`src/rtl/cpu_core.sv`:
```
// Multi-cycle register CPU core with a single-master req/ready memory port.
// Fetch/decode/execute FSM, 4 GP registers, PC, SP, Z/C flags, stack and branches.
module cpu_core #(
   parameter int DATA_W   = 8,
   parameter int ADDR_W   = 8,
   parameter int SP_RESET = 0
) (
   input  logic              clk,
   input  logic              reset,
   output logic [ADDR_W-1:0] mem_addr,
   output logic [DATA_W-1:0] mem_wdata,
   output logic              mem_we,
   output logic              mem_req,
   input  logic [DATA_W-1:0] mem_rdata,
   input  logic              mem_ready,
   output logic [ADDR_W-1:0] pc_out,
   output logic              flag_zero,
   output logic              flag_carry,
   output logic              halted
);

   localparam logic [2:0] S_FETCH  = 3'd0;
   localparam logic [2:0] S_DECODE = 3'd1;
   localparam logic [2:0] S_IMM    = 3'd2;
   localparam logic [2:0] S_MEM    = 3'd3;
   localparam logic [2:0] S_HALT   = 3'd4;

   localparam logic [3:0] OP_NOP  = 4'h0;
   localparam logic [3:0] OP_LDI  = 4'h1;
   localparam logic [3:0] OP_MOV  = 4'h2;
   localparam logic [3:0] OP_ADD  = 4'h3;
   localparam logic [3:0] OP_SUB  = 4'h4;
   localparam logic [3:0] OP_AND  = 4'h5;
   localparam logic [3:0] OP_OR   = 4'h6;
   localparam logic [3:0] OP_XOR  = 4'h7;
   localparam logic [3:0] OP_LD   = 4'h8;
   localparam logic [3:0] OP_ST   = 4'h9;
   localparam logic [3:0] OP_JMP  = 4'hA;
   localparam logic [3:0] OP_JZ   = 4'hB;
   localparam logic [3:0] OP_JC   = 4'hC;
   localparam logic [3:0] OP_PUSH = 4'hD;
   localparam logic [3:0] OP_POP  = 4'hE;
   localparam logic [3:0] OP_HLT  = 4'hF;

   localparam logic [ADDR_W-1:0] SP_INIT = ADDR_W'(SP_RESET);

   logic [2:0]        state;
   logic [ADDR_W-1:0] pc;
   logic [ADDR_W-1:0] sp;
   logic [ADDR_W-1:0] sp_dec;
   logic [7:0]        ir;
   logic [DATA_W-1:0] regs [4];
   logic              z;
   logic              c;

   logic [3:0]        opc;
   logic [1:0]        rd;
   logic [1:0]        rs;
   logic [DATA_W-1:0] rd_val;
   logic [DATA_W-1:0] rs_val;
   logic [DATA_W:0]   alu_wide;
   logic [DATA_W-1:0] alu_res;
   logic [ADDR_W-1:0] jump_target;

   assign opc         = ir[7:4];
   assign rd          = ir[3:2];
   assign rs          = ir[1:0];
   assign rd_val      = regs[rd];
   assign rs_val      = regs[rs];
   assign sp_dec      = sp - 1'b1;
   assign alu_res     = alu_wide[DATA_W-1:0];
   assign jump_target = ADDR_W'(mem_rdata);

   // Extra top bit carries the ADD carry-out / SUB borrow; logic ops leave it 0.
   always_comb begin
      alu_wide = {1'b0, rs_val};
      case (opc)
         OP_ADD:  alu_wide = {1'b0, rd_val} + {1'b0, rs_val};
         OP_SUB:  alu_wide = {1'b0, rd_val} - {1'b0, rs_val};
         OP_AND:  alu_wide = {1'b0, rd_val & rs_val};
         OP_OR:   alu_wide = {1'b0, rd_val | rs_val};
         OP_XOR:  alu_wide = {1'b0, rd_val ^ rs_val};
         default: alu_wide = {1'b0, rs_val};
      endcase
   end

   // Request signals depend only on registered state, so they hold through wait cycles.
   always_comb begin
      mem_req   = 1'b0;
      mem_we    = 1'b0;
      mem_addr  = pc;
      mem_wdata = rs_val;
      case (state)
         S_FETCH, S_IMM: mem_req = 1'b1;
         S_MEM: begin
            mem_req = 1'b1;
            case (opc)
               OP_LD:   mem_addr = ADDR_W'(rs_val);
               OP_ST: begin
                  mem_addr = ADDR_W'(rd_val);
                  mem_we   = 1'b1;
               end
               OP_PUSH: begin
                  mem_addr = sp_dec;
                  mem_we   = 1'b1;
               end
               default: mem_addr = sp;
            endcase
         end
         default: mem_req = 1'b0;
      endcase
   end

   always_ff @(posedge clk) begin
      if (reset) begin
         state <= S_FETCH;
         pc    <= '0;
         sp    <= SP_INIT;
         ir    <= '0;
         z     <= 1'b0;
         c     <= 1'b0;
         for (int i = 0; i < 4; i++) regs[i] <= '0;
      end else begin
         case (state)
            S_FETCH: if (mem_ready) begin
               ir    <= mem_rdata[7:0];
               pc    <= pc + 1'b1;
               state <= S_DECODE;
            end
            S_DECODE: begin
               case (opc)
                  OP_NOP: state <= S_FETCH;
                  OP_MOV: begin
                     regs[rd] <= rs_val;
                     state    <= S_FETCH;
                  end
                  OP_ADD, OP_SUB, OP_AND, OP_OR, OP_XOR: begin
                     regs[rd] <= alu_res;
                     z        <= (alu_res == '0);
                     c        <= alu_wide[DATA_W];
                     state    <= S_FETCH;
                  end
                  OP_LDI, OP_JMP, OP_JZ, OP_JC:   state <= S_IMM;
                  OP_LD, OP_ST, OP_PUSH, OP_POP:  state <= S_MEM;
                  default:                        state <= S_HALT;
               endcase
            end
            S_IMM: if (mem_ready) begin
               pc    <= pc + 1'b1;
               state <= S_FETCH;
               // Not-taken branches fall through to PC+1 past the immediate word.
               case (opc)
                  OP_LDI:  regs[rd] <= mem_rdata;
                  OP_JMP:  pc <= jump_target;
                  OP_JZ:   if (z) pc <= jump_target;
                  OP_JC:   if (c) pc <= jump_target;
                  default: ;
               endcase
            end
            S_MEM: if (mem_ready) begin
               state <= S_FETCH;
               case (opc)
                  OP_LD:   regs[rd] <= mem_rdata;
                  OP_PUSH: sp <= sp_dec;
                  OP_POP: begin
                     regs[rd] <= mem_rdata;
                     sp       <= sp + 1'b1;
                  end
                  default: ;
               endcase
            end
            S_HALT: state <= S_HALT;
            default: state <= S_FETCH;
         endcase
      end
   end

   assign pc_out     = pc;
   assign flag_zero  = z;
   assign flag_carry = c;
   assign halted     = (state == S_HALT);

endmodule
```
`config.mk`:
```
export PLATFORM = sky130hd
export DESIGN_NAME = cpu_core
export DESIGN_NICKNAME = d
export VERILOG_FILES = /design/src/rtl/cpu_core.sv
export SDC_FILE = /design/constraint.sdc
export NUM_CORES = 1
export LEC_CHECK = 0
export BUFFER_PORTS_ARGS = -buffer_cell sky130_fd_sc_hd__buf_2
export CAP_MARGIN = 20
export CORE_MARGIN = 4
export CORE_UTILIZATION = 25
export DETAILED_ROUTE_END_ITERATION = 16
export GPL_TIMING_DRIVEN = 0
export MAX_ROUTING_LAYER = met4
export REMOVE_ABC_BUFFERS = 1
export SYNTH_ARGS = -nofsm -noshare
export SYNTH_HDL_FRONTEND = slang
export SYNTH_SLANG_ARGS = --single-unit
```
`constraint.sdc`:
```
create_clock -name clk -period 3.3 [get_ports clk]
set_input_delay 0.33 -clock clk [delete_from_list [all_inputs] [get_ports clk]]
set_output_delay 0.33 -clock clk [all_outputs]
set_load 0.1 [all_outputs]
```
==> results.md, run 1 <==
- Status: finished with violations
- Failing checks: setup timing
- Area grow syn2layout: 23.5%
- Number of synthesized flops with an enable pin: 32
- Largest net degree at the start of global routing: 35
- Utilization after layout: 31.3%
- Die area: 22000 um2
- First-pass GRT wire length: 24.2 mm
- Boundary Pins: 40
- Warnings from Yosys: 0
- Clock Sinks: 65
- Final HPWL DP: 10.7 mm
- Initial antenna violation count: 0
- Yosys cell types: 65
- Drt first pass iters: 7
- Input/output buffers: 39
- Post-Syn Area: 4920 um2
- DIE WIDTH: 148 um
- Startpoint types: flip-flop
- Final Hold Vio Count: 0
- Antenna-violating nets left: 0
- DR iter-0 viols: 379
- Hold crit path type: primary input to flip-flop
- Ys async rst share: 0%
- Leakage power: 2.26 nW
- Placer Congestion: 0.917
- Vias in the first global route: 4425
- Placed Instance Area: 5300 um2
- CP Capture Type: flip-flop
- Inserted Clock Buffers: 9
- Post-layout minimum cycle time: 3.39 ns
- Arr. time, crit path: 3.47 ns
- Max rail drop VDD: 0.000246 V
- Tot Pwr: 2.95 mW
- RSZ-0062 raised after global routing: true
- Yosys top cell area share: 19.5%
- Cells after Synth: 567
- Top area cells in the synthesized netlist: edfxtp_1 20%, dfxtp_1 13%, mux4_2 7.3%
- H-tree depth: 3
- Leading area contributor after synthesis: edfxtp_1
- Vias: 4483
- Seq cells post-synth: 65
- Starting Density: 25.4%
- Clock root cell: clkbuf_16
- Core area: 19400 um2
- Worst-margin pin slew: 0.748 ns
- Most frequent cells in the layout: 67 x nor2_1, 54 x nand2_1, 40 x buf_2, 36 x a21oi_1, 34 x o21ai_0
- Height of the die: 148 um
- Ant. Diodes: 0
- Row count: 51
- Final worst setup slack: -0.0893 ns
- Clock Skews: 0.00743 ns
- Fmax: 0.295 GHz
- Nets: 647
- Ys flop type: dfxtp_1
- Post-Route WL: 15.3 mm
- Placed Instances: 836
- All-Layer GR Usage: 14.3%
- Worst-Skew Late Latency: 0.34 ns
- Clock-pin slew on the worst setup and hold paths: 0.06 ns
- Share of cells above drive strength 1: 25.7%
- Deepest clock path buffer count: 2
- Fin crit share: 103%
- Final instance area: 6080 um2
- Pwr/cell area: 485 nW/um2
- Max-cap violations: 0
- Part of the Yosys area used for sequential elements: 33.0%
- DR DRC count: 0
- Slew HR: 50.1%
- Critical path peak fanout: 7
- Critical Path RT: 3.38 ns
- Final slew viol count: 0
- DR WL/cell: 17.5 um
- Final setup fails: 16
- CTS tree: yes
- WS Path Type: flip-flop to flip-flop
- Commonest non-fill, non-tap cell in the layout: nor2_1
- Fillers: 2051
- Avg Synthesized Cell Area: 8.68 um2
- Final cell count without fillers: 877
- Via-per-instance ratio: 5.11
- Gr ovfl total: 0
[power by group]
group | total (mW) | leakage, nW | switching [mW] | internal (mW)
Sequential | 0.934 | 0.603 | 0.0582 | 0.876
Combinational | 0.905 | 1.49 | 0.548 | 0.357
Clock | 1.11 | 0.163 | 0.366 | 0.742
[Yosys cell counts, drive strengths merged, types with 15 or more instances]
cell     n
nand2   56
a22oi   15
ha      28
edfxtp  32
nor2    68
dfxtp   33
o21ai   39
clkbuf  21
nor3    16
inv     35
a21oi   39
mux4    16
xnor2   19
buf     16
[state kept, by name (all words and copies together) (netlist names), named ones only]
name,cells
flag_zero,1
ir,8
regs,32
flag_carry,1
pc_out,8
sp,8
state,3
[kinds of logic after synthesis]
family,count (synthesis),share of synthesized area [%]
buffers and inverters,72,6.00
flip-flops,65,33.0
adder cells (fa/ha/maj),29,7.53
AND/OR/NAND/NOR,207,20.4
XOR/XNOR,20,3.56
multiplexers,27,9.59
AO/OA/AOI/OAI,147,20.0
[worst paths after layout]
check	start	endpoint	slack (ns)	cells after the start
max reg2reg	flip-flop	regs[3][4]	-0.09	14
min	mem_rdata[7]	ir[7]	0.27	3
min reg2reg	ir[0]	flip-flop	0.45	2
max	flip-flop	regs[3][4]	-0.09	14
[repair_timing]
item                                   CTS  global route
pin swaps                               20            25
resized for setup                       41            19
buffers inserted                        21             4
endpoints found under the hold margin    0             0
hold buffers                             0             0
setup endpoints to repair               50            50
[per-stage QoR]
step | hold WS [ns] | setup slack [ns] | TNS [ns]
6_report | 0.268 | -0.0893 | -1.19
5_1_grt | 0.276 | -0.261 | -4.80
4_1_cts | 0.266 | -0.101 | -0.823
3_5_place_dp | 0.455 | -1.24 | -19.76
3_3_place_gp | 0.446 | -1.20 | -27.99
2_1_floorplan | 0.399 | -0.848 | -13.25
[layout make-up]
class                      instances  area [um2]  share of cell area [%]
multi-input combinational        430        3230                    53.1
sequential                        65        1640                    27.0
timing repair buffer              66         399                    6.57
tap                              265         332                    5.45
clock buffer                      10         229                    3.77
inverter                          35         136                    2.24
clock inverter                     6         115                    1.89
[critical path, stage by stage, from the launching register on]
cell,delay [ns]
dfxtp_4,0.42
mux4_2,0.61
inv_4,0.13
ha_4,0.15
nor2_2,0.04
xnor2_1,0.15
ha_2,0.31
buf_4,0.15
a21o_4,0.23
a211oi_2,0.25
o311ai_2,0.18
mux2i_1,0.17
nor2_1,0.07
a21oi_2,0.21
inv_1,0.08
[per-layer routing]
layer / track usage (%) / wire length (um) / part of all wire, % / vias to the layer above
met2: 22.4 / 7200 / 47 / 162
met4: 5.03 / 413 / 2.7 / 0
met1: 18.4 / 6590 / 43 / 2151
li1: - / - / - / 2138
met3: 3.23 / 1100 / 7.2 / 32
met5: - / 0 / 0 / -
(Power assumes the default switching activity.)
==> run 2: changes to the inputs <==
==> constraint.sdc (replaced) <==
create_clock -name clk -period 3.7 [get_ports clk]
set_input_delay 0.37 -clock clk [delete_from_list [all_inputs] [get_ports clk]]
set_output_delay 0.37 -clock clk [all_outputs]
set_load 0.1 [all_outputs]
==> run 2 against run 1 <==
Compared with the run above: the run now ends clean; cell area down 3.4%; clock skew hardly changed; via count shrank 0.60%; core utilization fell by 1.1 points; cell count shrank 1.0%; die area stayed put; critical path depth unchanged; sequential share of layout area up 0.86 points; hold slack better by 0.039 ns; first-iteration DRC count rose by 0.26%; critical endpoint is now regs[0][4].
==> results.md, run 2 (synthesis gave the netlist of run 1 again) <==
- Placed Instances: 836
- Cts hold-fix bufs: 0
- DIE WIDTH: 148 um
- Hold crit path type: primary input to flip-flop
- Most frequent CP cell: nor2_1
- Critical path peak fanout: 7
- Reg with most FFs: regs
- Combinational power share: 27.5%
- Critical Path RT: 3.78 ns
- Share of cells above drive strength 1: 21.6%
- Tot Pwr: 2.52 mW
- Final Hold Vio Count: 0
- Initial antenna violation count: 0
- Boundary Pins: 40
- Critical path, cell by cell: mux4_2, inv_2, ha_4, nor2_1, xnor2_1, ha_2, buf_4, a21o_1, a211oi_1, o311ai_1, mux2i_1, nor2_1, a21oi_1, nor2_1
- Fmax: 0.283 GHz
- Final slew viol count: 0
- Max rail drop VDD: 0.000224 V
- Clock-pin slew on the worst setup and hold paths: 0.06 ns
- M1 WL: 6.54 mm
- Final instance area: 5870 um2
- Startpoint types: flip-flop
- CP max-delay cell: mux4_2
- All-Layer GR Usage: 14.0%
- Pwr/cell area: 429 nW/um2
- Number of flip-flops in the largest register: 32
- Slew HR: 42.1%
- Antenna-violating nets left: 0
- Final worst setup slack: 0.170 ns
- First-pass GRT wire length: 23.5 mm
- Input/output buffers: 39
- Arr. time, crit path: 3.61 ns
- Post-Route WL: 15.0 mm
- Fin crit share: 95.4%
- Leakage power: 2.19 nW
- P_int: 1.69 mW
- DR iter-0 viols: 380
- Clock Sinks: 65
- Largest stage delay, worst path: 0.59 ns
- Clock Skews: 0.00783 ns
- Final setup fails: 0
- Metal3 WL: 1.06 mm
- Starting Density: 25.4%
- CP Capture Type: flip-flop
- Top Layer Used: met4
- Die area: 22000 um2
- Via-per-instance ratio: 5.13
- Final HPWL DP: 10.7 mm
- Placer Congestion: 0.917
- Final cell count without fillers: 868
- Area grow syn2layout: 19.3%
- Core area: 19400 um2
- Most frequent cells in the layout: 68 x nor2_1, 56 x nand2_1, 40 x buf_2, 37 x a21oi_1, 35 x o21ai_0
- Worst-Skew Late Latency: 0.34 ns
- Dpl ws: -0.837 ns
- Height of the die: 148 um
- Met2 wire length: 6.97 mm
- Worst-margin pin slew: 0.866 ns
- Commonest non-fill, non-tap cell in the layout: nor2_1
- DR WL/cell: 17.3 um
- Post-layout minimum cycle time: 3.53 ns
- Vias: 4456
- Gr ovfl total: 0
- Clock root cell: clkbuf_16
- Placed Instance Area: 5300 um2
- Ant. Diodes: 0
- Drt first pass iters: 5
- Largest net degree at the start of global routing: 35
- Clk pwr share: 39.4%
- Sequential fraction of design power: 33.1%
- Inserted Clock Buffers: 9
- H-tree depth: 3
- Nets: 638
- Sw Share: 32.7%
- Row count: 51
- WS Path Type: flip-flop to flip-flop
- Utilization after layout: 30.3%
- Switch Pwr: 824 uW
- Deepest clock path buffer count: 2
- CTS tree: yes
- Max-cap violations: 0
- Status: finished, final reports clean
- DR DRC count: 0
- Vias in the first global route: 4276
==> run 2: changes by cell type in the layout (fill, tap and decap cells not counted), sizes merged <==
| cell | change |
|---|---|
| buf | -9 |
==> run 2: final timing paths <==
path | start | depth (start not counted) | end | slack [ns]
max reg2reg | flip-flop | 14 | regs[0][4] | 0.17
min | mem_rdata[4] | 3 | ir[4] | 0.31
max | flip-flop | 14 | regs[0][4] | 0.17
min reg2reg | ir[0] | 2 | flip-flop | 0.45
==> run 2: stage by stage <==
step	hold slack [ns]	TNS, ns
2_1_floorplan	0.428	-2.71
3_3_place_gp	0.446	-8.96
3_5_place_dp	0.455	-8.57
4_1_cts	0.308	0
5_1_grt	0.309	-0.00215
6_report	0.307	0
==> run 2: power by group through the flow <==
stage          Combinational (mW)  Clock (mW)  Sequential (mW)
2_1_floorplan               0.450           0            0.847
3_3_place_gp                0.603           0            0.847
3_5_place_dp                0.608           0            0.848
4_1_cts                     0.620        1.00            0.833
5_1_grt                     0.746        1.05            0.841
6_report                    0.692       0.993            0.833
==> run 2: layout make-up <==
class | instances | area [um2]
timing repair buffer | 57 | 328
sequential | 65 | 1640
clock inverter | 6 | 115
tap | 265 | 332
fill | 2079 | 13500
clock buffer | 10 | 229
inverter | 35 | 134
multi-input combinational | 430 | 3100
==> run 2: per-layer routing <==
metal / vias up / global-route usage, %
li1: 2118 / -
met1: 2141 / 18.3
met2: 159 / 21.4
met3: 38 / 2.96
met4: 0 / 4.99
met5: - / -
==> run 2: worst max-delay path, delay by kind of cell (launching register included) <==
kind | cells | cell delay [ns]
AOI/OAI and AO/OA | 4 | 0.97
muxes | 2 | 0.77
adders and majority gates | 2 | 0.45
DFF | 1 | 0.42
buffers and inverters | 2 | 0.27
and+or+nand+nor | 3 | 0.20
xor gates and xnor gates | 1 | 0.19
==> run 2: timing repair <==
item                                    4_1_cts  5_1_grt
buffers inserted                              4       12
gates resized for setup                       8       25
endpoints found under the setup margin       25       26
pin swaps                                     1        9
==> run 3: changes to the inputs <==
--- a/config.mk
+++ b/config.mk
@@ -7,12 +7,14 @@
 export LEC_CHECK = 0
 export BUFFER_PORTS_ARGS = -buffer_cell sky130_fd_sc_hd__buf_2
 export CAP_MARGIN = 20
-export CORE_MARGIN = 4
+export CORE_ASPECT_RATIO = 1.25
+export CORE_MARGIN = 2
 export CORE_UTILIZATION = 25
 export DETAILED_ROUTE_END_ITERATION = 16
 export GPL_TIMING_DRIVEN = 0
 export MAX_ROUTING_LAYER = met4
 export REMOVE_ABC_BUFFERS = 1
+export SETUP_SLACK_MARGIN = 0.5
 export SYNTH_ARGS = -nofsm -noshare
 export SYNTH_HDL_FRONTEND = slang
 export SYNTH_SLANG_ARGS = --single-unit
==> run 3 against run 2 <==
Compared with the run above: setup slack gained 0.14 ns; die area shrank 5.3%; wire length grew 4.2%.
==> results.md, run 3 (synthesis gave the netlist of run 1 again) <==
- Status: finished, final reports clean
- WS Path Type: flip-flop to flip-flop
- Most frequent cells in the layout: 65 x nor2_1, 55 x nand2_1, 38 x buf_2, 35 x a21oi_1
- Clk pwr share: 37.5%
- All-Layer GR Usage: 15.6%
- H-tree depth: 3
- CTS tree: yes
- Antenna-violating nets left: 0
- Cells on worst reg2reg path: 15
- Via-per-instance ratio: 5.15
- Sequential fraction of design power: 31.5%
- Fillers: 2024
- Worst-Skew Late Latency: 0.34 ns
- First-pass GRT wire length: 24.4 mm
- Hold path cells: 3
- Vias in the first global route: 4445
- Reg with most FFs: regs
- Fin crit share: 91.7%
- Initial antenna violation count: 0
- Max-cap violations: 0
- Leakage power: 2.31 nW
- Final Hold Vio Count: 0
- Worst-margin pin slew: 0.879 ns
- Sw Share: 32.4%
- Inserted Clock Buffers: 9
- DR iter-0 viols: 473
- Final slew viol count: 0
- Switch Pwr: 857 uW
- Area of the multi-input gates: 3270 um2
- Final HPWL DP: 10.9 mm
- Critical Path RT: 3.77 ns
- Worst reg2reg endpoint: regs[0][7]
- DR WL/cell: 17.7 um
- Clock-pin slew on the worst setup and hold paths: 0.06 ns
- Clock Sinks: 65
- Clock root cell: clkbuf_16
- Arr. time, crit path: 3.46 ns
- Starting Density: 25.4%
- Post-Route WL: 15.6 mm
- Final cell count without fillers: 883
- R2R setup slack: 0.31 ns
- Placed Instance Area: 5300 um2
- Commonest non-fill, non-tap cell in the layout: nor2_1
- Placer Congestion: 0.939
- Hold path start: mem_rdata[4]
- CP Capture Type: flip-flop
- DR DRC count: 0
- Startpoint types: flip-flop
- Cts hold-fix bufs: 0
- Slew HR: 41.4%
- Hold crit path type: primary input to flip-flop
- Combinational power share: 31.0%
- Critical path peak fanout: 7
- Die area: 20800 um2
- Reg area: 1650 um2
- Drt first pass iters: 5
- Boundary Pins: 40
- Ant. Diodes: 0
- Fmax: 0.295 GHz
- Final instance area: 6190 um2
- Max rail drop VDD: 0.000251 V
- Number of flip-flops in the largest register: 32
- RSZ-0062 raised after global routing: true
- Pwr/cell area: 427 nW/um2
- End of the worst hold path: ir[4]
- Input/output buffers: 39
- Row count: 57
- Height of the die: 161 um
- Area grow syn2layout: 25.8%
- Share of cells above drive strength 1: 26.9%
- Core area: 19400 um2
- Post-layout minimum cycle time: 3.39 ns
- Final setup fails: 0
- Setup TNS: 0 ns
- Placed Instances: 836
- DIE WIDTH: 129 um
- Clock Skews: 0.00916 ns
- Gr ovfl total: 0
- P_int: 1.79 mW
- Nets: 653
- Vias: 4551
- Largest net degree at the start of global routing: 35
- Deepest clock path buffer count: 2
==> run 3: cell types whose count changed in the layout (fill, tap and decap cells not counted), sizes merged <==
cell / delta
buf: +15
clkinvlp: -1
clkinv: +2
inv: -2
clkbuf: +1
==> run 3: critical path, stage by stage, from the launching register on <==
cell      delay, ns
dfxtp_4        0.42
mux4_2         0.60
inv_4          0.12
ha_4           0.17
nor2_4         0.04
xnor2_2        0.15
ha_2           0.19
buf_6          0.11
or2_4          0.24
o211ai_1       0.15
a32oi_1        0.17
xnor2_1        0.20
o21ai_2        0.10
a221oi_2       0.22
buf_4          0.19
nor2_1         0.04
==> run 3: metrics by stage <==
stage,hold slack (ns),util (%),setup slack (ns),power (mW)
detailed placement,0.460,27.3,-0.659,1.45
finish,0.311,31.9,0.307,2.64
floorplan,0.428,-,-0.488,1.30
CTS,0.307,30.6,0.334,2.55
global placement,0.444,27.2,-0.642,1.45
global route,0.328,31.9,0.164,2.75
==> run 3: final cells by class <==
| class | instances | area share, % |
|---|---|---|
| Multi-Input combinational cell | 430 | 52.8 |
| Sequential cell | 65 | 26.6 |
| Timing Repair Buffer | 72 | 7.38 |
| Tap cell | 265 | 5.36 |
| Clock buffer | 11 | 3.92 |
| Inverter | 35 | 2.28 |
| Clock inverter | 5 | 1.66 |
==> run 3: repair_timing <==
action,in CTS,in global routing
gates resized for setup,45,34
endpoints found under the setup margin,66,58
pin swaps,13,31
gates cloned,0,0
buffers inserted,19,12
==> run 3: layer usage <==
metal | share of wire [%] | up-vias | global-route usage (%)
li1 | - | 2154 | -
met1 | 40 | 2195 | 18.3
met2 | 50 | 161 | 25.4
met3 | 4.3 | 41 | 2.27
met4 | 5.2 | 0 | 8.94
met5 | 0 | - | -
==> run 3: power by group through the flow <==
| stage | registers (mW) | clock network (mW) | logic (mW) |
|---|---|---|---|
| after global placement | 0.846 | 0 | 0.602 |
| after detailed placement | 0.848 | 0 | 0.607 |
| after floorplan | 0.847 | 0 | 0.450 |
| after global routing | 0.837 | 1.04 | 0.880 |
| after CTS | 0.832 | 1.01 | 0.709 |
| final | 0.832 | 0.992 | 0.819 |
==> run 3: how the worst max path moves through the flow <==
stage,end,depth (start not counted)
6_report,regs[0][7],15
5_1_grt,regs[0][7],14
4_1_cts,regs[2][7],15
3_5_place_dp,regs[2][7],13
3_3_place_gp,regs[2][7],13
2_1_floorplan,mem_addr[5],5
